## src/rtl/button_event_decoder_pkg.sv

```systemverilog
// Shared types and constants for the button event decoder: state encoding,
// default timing for the 25 MHz board clock and the counter-width helper.
package button_event_decoder_pkg;

    typedef enum logic [2:0] {
        StArm    = 3'd0,
        StIdle   = 3'd1,
        StPress1 = 3'd2,
        StGap    = 3'd3,
        StPress2 = 3'd4,
        StLong   = 3'd5
    } state_e;

    localparam int unsigned LongCountDefault = 12_500_000;  // 0.5 s @ 25 MHz
    localparam int unsigned DoubleGapDefault = 7_500_000;   // 0.3 s @ 25 MHz

    function automatic int unsigned cnt_width(input int unsigned long_count,
                                              input int unsigned double_gap);
        int unsigned top;
        top = (long_count > double_gap) ? long_count : double_gap;
        return $clog2(top + 1);
    endfunction

endpackage

```

## src/rtl/button_event_decoder_if.sv

```systemverilog
// Button level in, event pulses out. The decoder uses the slave modport; the
// driver of the debounced level and consumer of the events uses master.
interface button_event_decoder_if;

    logic i_BTN;
    logic o_PRESS;
    logic o_RELEASE;
    logic o_SHORT;
    logic o_LONG;
    logic o_DOUBLE;
    logic o_HELD;

    modport master (
        output i_BTN,
        input  o_PRESS, o_RELEASE, o_SHORT, o_LONG, o_DOUBLE, o_HELD
    );

    modport slave (
        input  i_BTN,
        output o_PRESS, o_RELEASE, o_SHORT, o_LONG, o_DOUBLE, o_HELD
    );

endinterface

```

## src/rtl/button_event_decoder.sv

```systemverilog
// Turns a debounced button level into one-cycle press/release/short/long/double
// pulses plus a held level. Input register, counter and FSM are all inline.
module button_event_decoder
    import button_event_decoder_pkg::*;
#(
    parameter int unsigned LONG_COUNT = LongCountDefault,
    parameter int unsigned DOUBLE_GAP = DoubleGapDefault
) (
    input logic                   CLK,
    input logic                   i_RST_N,
    button_event_decoder_if.slave bus
);

    localparam int unsigned     CntW     = cnt_width(LONG_COUNT, DOUBLE_GAP);
    localparam logic [CntW-1:0] LongLast = CntW'(LONG_COUNT - 1);
    localparam logic [CntW-1:0] GapLast  = CntW'(DOUBLE_GAP - 1);

    state_e          state_q, state_d;
    logic [CntW-1:0] cnt_q, cnt_d;
    logic            r_btn_q;
    logic            btn_vld_q;
    logic            press_q, press_d;
    logic            release_q, release_d;
    logic            short_q, short_d;
    logic            long_q, long_d;
    logic            double_q, double_d;
    logic            held_q, held_d;

    always_comb begin
        state_d   = state_q;
        press_d   = 1'b0;
        release_d = 1'b0;
        short_d   = 1'b0;
        long_d    = 1'b0;
        double_d  = 1'b0;

        case (state_q)
            // r_btn_q is only meaningful once it has sampled i_BTN after reset,
            // so a button held through reset cannot be mistaken for a release.
            StArm: begin
                if (btn_vld_q && !r_btn_q) state_d = StIdle;
            end
            StIdle: begin
                if (r_btn_q) begin
                    state_d = StPress1;
                    press_d = 1'b1;
                end
            end
            StPress1: begin
                if (!r_btn_q) begin
                    state_d   = StGap;
                    release_d = 1'b1;
                end else if (cnt_q == LongLast) begin
                    state_d = StLong;
                    long_d  = 1'b1;
                end
            end
            StGap: begin
                if (r_btn_q) begin
                    state_d  = StPress2;
                    press_d  = 1'b1;
                    double_d = 1'b1;
                end else if (cnt_q == GapLast) begin
                    state_d = StIdle;
                    short_d = 1'b1;
                end
            end
            StPress2, StLong: begin
                if (!r_btn_q) begin
                    state_d   = StIdle;
                    release_d = 1'b1;
                end
            end
            default: state_d = StArm;
        endcase

        if (state_d != state_q) begin
            cnt_d = '0;
        end else if (state_q == StPress1 || state_q == StGap) begin
            cnt_d = cnt_q + CntW'(1);
        end else begin
            cnt_d = cnt_q;
        end

        held_d = (state_d == StPress1) || (state_d == StPress2) || (state_d == StLong);
    end

    always_ff @(posedge CLK or negedge i_RST_N) begin
        if (!i_RST_N) begin
            state_q   <= StArm;
            cnt_q     <= '0;
            r_btn_q   <= 1'b0;
            btn_vld_q <= 1'b0;
            press_q   <= 1'b0;
            release_q <= 1'b0;
            short_q   <= 1'b0;
            long_q    <= 1'b0;
            double_q  <= 1'b0;
            held_q    <= 1'b0;
        end else begin
            state_q   <= state_d;
            cnt_q     <= cnt_d;
            r_btn_q   <= bus.i_BTN;
            btn_vld_q <= 1'b1;
            press_q   <= press_d;
            release_q <= release_d;
            short_q   <= short_d;
            long_q    <= long_d;
            double_q  <= double_d;
            held_q    <= held_d;
        end
    end

    assign bus.o_PRESS   = press_q;
    assign bus.o_RELEASE = release_q;
    assign bus.o_SHORT   = short_q;
    assign bus.o_LONG    = long_q;
    assign bus.o_DOUBLE  = double_q;
    assign bus.o_HELD    = held_q;

endmodule
```

## src/flat_wrapper.sv

```systemverilog
// flat-port wrapper written by rule: the top's interface ports become plain ports
module button_event_decoder_flat import button_event_decoder_pkg::*;
#(
    parameter int unsigned LONG_COUNT = LongCountDefault,
    parameter int unsigned DOUBLE_GAP = DoubleGapDefault
)
  (CLK, i_RST_N, bus_i_BTN, bus_o_PRESS, bus_o_RELEASE, bus_o_SHORT, bus_o_LONG, bus_o_DOUBLE, bus_o_HELD);
  button_event_decoder_if bus_i ();
  input logic CLK;
  input logic i_RST_N;
  input wire logic [$bits(bus_i.i_BTN)-1:0] bus_i_BTN;
  output wire logic [$bits(bus_i.o_PRESS)-1:0] bus_o_PRESS;
  output wire logic [$bits(bus_i.o_RELEASE)-1:0] bus_o_RELEASE;
  output wire logic [$bits(bus_i.o_SHORT)-1:0] bus_o_SHORT;
  output wire logic [$bits(bus_i.o_LONG)-1:0] bus_o_LONG;
  output wire logic [$bits(bus_i.o_DOUBLE)-1:0] bus_o_DOUBLE;
  output wire logic [$bits(bus_i.o_HELD)-1:0] bus_o_HELD;
  assign bus_i.i_BTN = bus_i_BTN;
  assign bus_o_PRESS = bus_i.o_PRESS;
  assign bus_o_RELEASE = bus_i.o_RELEASE;
  assign bus_o_SHORT = bus_i.o_SHORT;
  assign bus_o_LONG = bus_i.o_LONG;
  assign bus_o_DOUBLE = bus_i.o_DOUBLE;
  assign bus_o_HELD = bus_i.o_HELD;
  button_event_decoder #(.LONG_COUNT(LONG_COUNT), .DOUBLE_GAP(DOUBLE_GAP)) u_core (.CLK(CLK), .i_RST_N(i_RST_N), .bus(bus_i));
endmodule
```

## config.mk

```make
export PLATFORM = sky130hd
export DESIGN_NAME = button_event_decoder_flat
export DESIGN_NICKNAME = d
export VERILOG_FILES = /design/src/rtl/button_event_decoder_pkg.sv /design/src/rtl/button_event_decoder_if.sv /design/src/rtl/button_event_decoder.sv /design/src/flat_wrapper.sv
export SDC_FILE = /design/constraint.sdc
export NUM_CORES = 1
export LEC_CHECK = 0
export CORE_MARGIN = 2
export CORE_UTILIZATION = 60
export DETAILED_ROUTE_END_ITERATION = 6
export PLACE_DENSITY_LB_ADDON = 0.25
export SYNTH_ARGS = -nofsm -noshare
export SYNTH_HDL_FRONTEND = slang
export SYNTH_SLANG_ARGS = --single-unit
```

## constraint.sdc

```tcl
create_clock -name CLK -period 2.8 [get_ports CLK]
set_input_delay 0.42 -clock CLK [delete_from_list [all_inputs] [get_ports CLK]]
set_output_delay 0.42 -clock CLK [all_outputs]
set_load 0.02 [all_outputs]
```

==> reports/qor_table.md, run 1 <==
| Parameter | This run |
|---|---|
| Outcome | completed |
| Synthesized cell area | 2050 um^2 |
| Post-route fraction of the period consumed by the critical path | 79.8% |
| Max-slew headroom at the worst pin | 63.0% |
| Count of endpoints failing hold in the final timing report | 0 |
| Synth async-reset ratio | 100% |
| Iteration-0 DRC Markers | 59 |
| Reg2reg setup slack | 0.57 ns |
| Setup repair after global routing missed its margin | no |
| Maximum clock insertion buffer count | 2 |
| Post-CTS resize count | 0 |
| Final design area excluding fillers | 2210 um^2 |
| Ratio of cells with drive above 1 in the final layout | 14.4% |
| Post-synth EDFFs | 0 |
| Worst endpoint data arrival time | 2.48 ns |
| Most frequent cells in the layout | 35 x dfrtp_1, 18 x xnor2_1, 17 x nand2_1 |
| Endpoint required time on the critical path | 3.05 ns |
| Max_cap viols | 0 |
| Drc violations | 0 |
| Pwr per Cell Area | 632 nW/um^2 |
| Series of cell instances along the critical path | nand3b_1, or4_1, nor4_4, xnor2_1, nor4b_2 |
| Largest incremental delay on the critical path | 0.72 ns |
| Clk Latency, worst-skew pair | 0.34 ns |
| Number of clock sinks | 35 |
| Global-route wire length before repair | 7.12 mm |
| Endpoint of the worst register-to-register path | u_core.cnt_q[22] |
| Average size of a mapped cell | 10.1 um^2 |
| DP Worst Slack | 0.623 ns |
| FP Rows | 21 |
| Finished Core Util | 66.8% |
| Antenna Diode Count | 0 |
| Depth of the most critical reg-to-reg path | 5 |
| Worst-case clock skew | 0.00897 ns |
| Cell at the root of the clock tree | clkbuf_4 |
| Horizontal die dimension | 62.4 um |
| Antenna-violating nets left | 0 |
| Number of setup buffers added after CTS | 0 |
| Min Clock Period, post-route | 2.23 ns |
| Number of distinct library cells after synthesis | 49 |
| Endpoints failing setup | 0 |
| Number of iterations in the first detailed-routing pass | 4 |
| Routability-driven placement congestion ratio | 0.935 |
| Overall via count from detail_route | 1553 |
| Average detailed-routed wire length per instance | 15.7 um |
| Synthesis-stage register bit count | 35 |
| Crit Path Max Fanout | 13 |
| Half-perimeter wire length of the detailed placement result | 2.82 mm |
| Worst Setup End Kind | register |
| Initial antenna violation count | 0 |
| # port buffers | 8 |
| Category of the critical setup timing path | reg -> reg |
| Y dimension of the die | 62.4 um |
| Number of global-route vias before repair | 1535 |
| Total of fill cells in the finished design | 276 |
| DIE AREA | 3900 um^2 |
| TritonCTS clock tree | built |
| Sort of element at the start of the critical path | register |
| TritonCTS buffer count | 5 |
| Final critical-path setup slack | 0.567 ns |
| Total routing resource utilization after global routing | 23.2% |
| Number of nets produced by synthesis | 206 |
| Maximum vdd ir drop | 272 uV |
| Critical Path Slowest Stage Cell | or4_1 |
| Maximum level of the CTS H-tree | 2 |
| Cells after synthesis | 202 |
| Post-synthesis to final-layout area growth | 8.01% |
| Clock transition time at the flip-flop clock pins of the worst setup and hold paths | 0.10 ns |
| Final-stage net count | 211 |
| Area of the core region | 3310 um^2 |
| Static Leakage | 0.830 nW |
| Count of synthesis-stage warnings from yosys | 0 |
| Effective utilization at floorplan | 61.8% |
| Commonest non-fill, non-tap cell in the layout | dfrtp_1 |
| Hold_buf cts | 0 |
| Type of the most critical hold path | in -> async |
| Final max-slew violation count | 0 |
| Commonest register cell after synthesis | dfrtp_1 |
| Overall routed net length | 3.99 mm |
| Placed Instance Area | 2140 um^2 |
| Kind of cell adding the most delay to the critical path | simple AND/OR/NAND/NOR gates |
| Vias per std cell | 6.11 |
| Congestion Overflow GR | 0 |
| Highest Clock Rate | 448 MHz |
| I/O pin count | 9 |
| Post-synthesis sequential area ratio | 42.8% |
| Pin count of the biggest net entering global routing | 36 |
| Post-Route Setup TNS | 0 ns |
| Least-Margin Pin Slew | 0.549 ns |
| Critical R2R Launch | u_core.state_q[1] |
| Crit path buf inv count | 0 |
cell type report:
cell class | count | area [um^2] | area share, %
multi-input combinational | 144 | 1060 | 48.0
sequential | 35 | 876 | 39.6
timing repair buffer | 13 | 118 | 5.32
clock buffer | 8 | 68.8 | 3.11
tap | 46 | 57.6 | 2.60
inverter | 8 | 30.0 | 1.36
layer usage:
| metal | part of all wire [%] | global-route usage [%] |
|---|---|---|
| met1 | 42 | 29.7 |
| met2 | 51 | 39.0 |
| met3 | 5.3 | 5.05 |
| met4 | 1.3 | 8.06 |
| met5 | 0 | 0 |
Yosys cell counts (all sizes together), types with 2 or more instances:
| cell type | number | area, um^2 |
|---|---|---|
| dfrtp | 35 | 876 |
| nor3 | 19 | 110 |
| nor4b | 19 | 198 |
| nand2 | 18 | 70.1 |
| xnor2 | 18 | 158 |
| nor2 | 12 | 45.0 |
| buf | 10 | 61.3 |
| inv | 8 | 30.0 |
| nor4 | 6 | 73.8 |
| clkbuf | 5 | 18.8 |
| nand3 | 5 | 30.0 |
| nand4 | 5 | 37.5 |
| xor2 | 5 | 43.8 |
| and2 | 4 | 25.0 |
| a21oi | 3 | 18.8 |
| nand4b | 3 | 26.3 |
| a211oi | 2 | 27.5 |
| and3 | 2 | 12.5 |
| nand2b | 2 | 12.5 |
| o21ai | 2 | 10.0 |
| or3 | 2 | 12.5 |
registers in the layout, summed over array words and instances, names as in the netlist:
register              cells
u_core.btn_vld_q          1
u_core.bus.o_DOUBLE       1
u_core.bus.o_HELD         1
u_core.bus.o_LONG         1
u_core.bus.o_PRESS        1
u_core.bus.o_RELEASE      1
u_core.bus.o_SHORT        1
u_core.cnt_q             24
u_core.r_btn_q            1
u_core.state_q            3
worst max-delay path by stage:
stage               slack [ns]              start               end  cells after the start
floorplan                 0.87    u_core.cnt_q[9]  u_core.cnt_q[14]                      6
global placement          0.72  u_core.state_q[1]  u_core.cnt_q[22]                      5
detailed placement        0.62  u_core.state_q[1]  u_core.cnt_q[22]                      5
CTS                       0.58  u_core.state_q[1]  u_core.cnt_q[22]                      5
global route              0.38  u_core.state_q[1]  u_core.cnt_q[10]                      5
finish                    0.57  u_core.state_q[1]  u_core.cnt_q[22]                      5
metrics by stage:
stage          cells  hold slack (ns)  total power, W
3_3_place_gp     246            0.585         0.00108
2_1_floorplan    202            0.124        0.000977
5_1_grt          254            0.525         0.00148
6_report         254            0.490         0.00140
3_5_place_dp     246            0.588         0.00110
4_1_cts          254            0.500         0.00141
cell families after synthesis:
kind of cell | synth area share, %
buffers and inverters | 5.38
other | 0.183
XOR/XNOR | 9.84
adder cells (fa/ha/maj) | 0.611
AND/OR/NAND/NOR | 35.0
multiplexers | 0.489
flip-flops | 42.8
AO/OA/AOI/OAI | 5.75
where the power goes:
group          switching, W  internal, W  total, W
sequential        0.0000705     0.000558  0.000628
combinational      0.000248     0.000215  0.000462
clock              0.000160     0.000148  0.000307
total              0.000478     0.000920   0.00140
(Power assumes the default switching activity.)
==> run 2: changes to the inputs <==
==> constraint.sdc (replaced) <==
create_clock -name CLK -period 2.3 [get_ports CLK]
set_input_delay 0.345 -clock CLK [delete_from_list [all_inputs] [get_ports CLK]]
set_output_delay 0.345 -clock CLK [all_outputs]
set_load 0.02 [all_outputs]
==> reports/qor_table.md, run 2 (synthesized netlist as in run 1, its figures left out) <==
| Parameter | This run |
|---|---|
| Most frequent cells in the layout | 35 x dfrtp_1, 18 x xnor2_1, 17 x nand2_1 |
| Antenna-violating nets left | 0 |
| Overall routed net length | 4.42 mm |
| Iteration-0 DRC Markers | 200 |
| Number of global-route vias before repair | 1570 |
| Final max-slew violation count | 0 |
| Number of iterations in the first detailed-routing pass | 4 |
| Largest incremental delay on the critical path | 0.47 ns |
| Max-slew headroom at the worst pin | 64.9% |
| Setup repair after global routing missed its margin | no |
| Internal power contribution | 0.00115 W |
| Crit path buf inv count | 0 |
| FP Rows | 21 |
| Outcome | completed |
| TritonCTS buffer count | 5 |
| Sequential share of power | 41.6% |
| Total number of cells along the worst setup path | 5 |
| Total routing resource utilization after global routing | 25.0% |
| Setup crit start | u_core.cnt_q[9] |
| Largest register by flop count | u_core.cnt_q |
| Switching power as a share of total power | 35.0% |
| Type of the most critical hold path | in -> async |
| Critical R2R Launch | u_core.cnt_q[9] |
| Area of the core region | 3310 um^2 |
| Number of clock sinks | 35 |
| Reg2reg setup slack | 0.16 ns |
| Depth of the most critical reg-to-reg path | 5 |
| Footprint of the flip-flops and latches | 876 um^2 |
| Worst-case clock skew | 0.0143 ns |
| Initial antenna violation count | 0 |
| Registers with the most flip-flops | u_core.cnt_q: 24 flops, u_core.state_q: 3 flops |
| Footprint of the multi-input gates | 1060 um^2 |
| Half-perimeter wire length of the detailed placement result | 3.05 mm |
| Clk Latency, worst-skew pair | 0.34 ns |
| Finished Core Util | 68.2% |
| Series of cell instances along the critical path | or3_1, nor4_4, nand4_1, a221o_1, a32o_1 |
| Kind of cell adding the most delay to the critical path | simple AND/OR/NAND/NOR gates |
| Y dimension of the die | 62.4 um |
| TritonCTS clock tree | built |
| Clock transition time at the flip-flop clock pins of the worst setup and hold paths | 0.11 ns |
| Endpoint of the worst register-to-register path | u_core.bus.o_HELD |
| Maximum clock insertion buffer count | 2 |
| Max_cap viols | 0 |
| Overall via count from detail_route | 1588 |
| DIE AREA | 3900 um^2 |
| Total Power | 0.00176 W |
| Highest Clock Rate | 467 MHz |
| Category of the critical setup timing path | reg -> reg |
| I/O pin count | 9 |
| Hold_buf cts | 0 |
| Total of fill cells in the finished design | 272 |
| Min Clock Period, post-route | 2.14 ns |
| Cell at the root of the clock tree | clkbuf_4 |
| Crit Path Max Fanout | 5 |
| Average detailed-routed wire length per instance | 17.1 um |
| Termination of the worst setup path | u_core.bus.o_HELD |
| Endpoints failing setup | 0 |
| Ratio of cells with drive above 1 in the final layout | 16.5% |
| Commonest non-fill, non-tap cell in the layout | dfrtp_1 |
| Maximum level of the CTS H-tree | 2 |
| Worst endpoint data arrival time | 2.38 ns |
| Logic pwr share | 36.9% |
| Post-synthesis to final-layout area growth | 10.3% |
| Static Leakage | 0.855 nW |
| # port buffers | 8 |
| Pwr per Cell Area | 781 nW/um^2 |
| Maximum vdd ir drop | 423 uV |
| Final-stage net count | 215 |
| Endpoint required time on the critical path | 2.54 ns |
| Drc violations | 0 |
| Global-route wire length before repair | 7.67 mm |
| Worst Setup End Kind | register |
| Count of endpoints failing hold in the final timing report | 0 |
| Horizontal die dimension | 62.4 um |
| Number of flip-flops in the largest register | 24 |
| Clock share of power | 21.5% |
| Congestion Overflow GR | 0 |
| Least-Margin Pin Slew | 0.522 ns |
| Routability-driven placement congestion ratio | 0.903 |
| Pin count of the biggest net entering global routing | 36 |
| Sort of element at the start of the critical path | register |
| Post-route fraction of the period consumed by the critical path | 93.1% |
| Effective utilization at floorplan | 61.8% |
| Antenna Diode Count | 0 |
| Vias per std cell | 6.16 |
| Net switching power | 0.000617 W |
| Critical Path Slowest Stage Cell | dfrtp_1 |
| Post-Route Setup TNS | 0 ns |
run 2: area by class of cell:
cell class	instances	area share, %
Clock buffer	8	3.05
Inverter	8	1.33
Multi-Input combinational cell	144	47.2
Sequential cell	35	38.8
Tap cell	46	2.55
Timing Repair Buffer	17	7.10
run 2: worst min path at each step:
stage | from | end | slack [ns] | cells after the start
floorplan | i_RST_N | u_core.btn_vld_q | 0.05 | 0
global placement | u_core.cnt_q[13] | u_core.cnt_q[13] | 0.58 | 2
detailed placement | u_core.cnt_q[13] | u_core.cnt_q[13] | 0.58 | 2
CTS | i_RST_N | u_core.bus.o_DOUBLE | 0.42 | 2
global route | i_RST_N | u_core.bus.o_HELD | 0.44 | 2
finish | i_RST_N | u_core.cnt_q[18] | 0.41 | 2
run 2: what timing repair did:
item,4_1_cts,5_1_grt
resized for setup,0,1
setup endpoints to repair,0,1
buffers inserted,0,0
run 2: stage by stage:
step / hold WS (ns) / cell area (um^2) / instances / worst slack, ns
2_1_floorplan: 0.0494 / 2050 / 202 / 0.373
5_1_grt: 0.439 / 2260 / 258 / 0.103
3_5_place_dp: 0.582 / 2180 / 250 / 0.182
4_1_cts: 0.416 / 2250 / 258 / 0.135
3_3_place_gp: 0.578 / 2180 / 250 / 0.279
6_report: 0.412 / 2260 / 258 / 0.159
run 2: power groups by stage:
stage / Sequential (W) / Clock [W] / Combinational, W
global route: 0.000740 / 0.000419 / 0.000706
finish: 0.000733 / 0.000378 / 0.000651
detailed placement: 0.000744 / 0 / 0.000649
floorplan: 0.000750 / 0 / 0.000440
CTS: 0.000733 / 0.000387 / 0.000650
global placement: 0.000740 / 0 / 0.000620
run 2: metal layers:
metal | routed length [um] | share of wire, % | up-vias | GRT usage [%]
met5 | 0 | 0 | - | 0
li1 | - | - | 732 | -
met3 | 169 | 3.8 | 6 | 5.59
met1 | 1860 | 42 | 804 | 30.7
met4 | 59 | 1.3 | 0 | 7.50
met2 | 2330 | 53 | 46 | 43.8
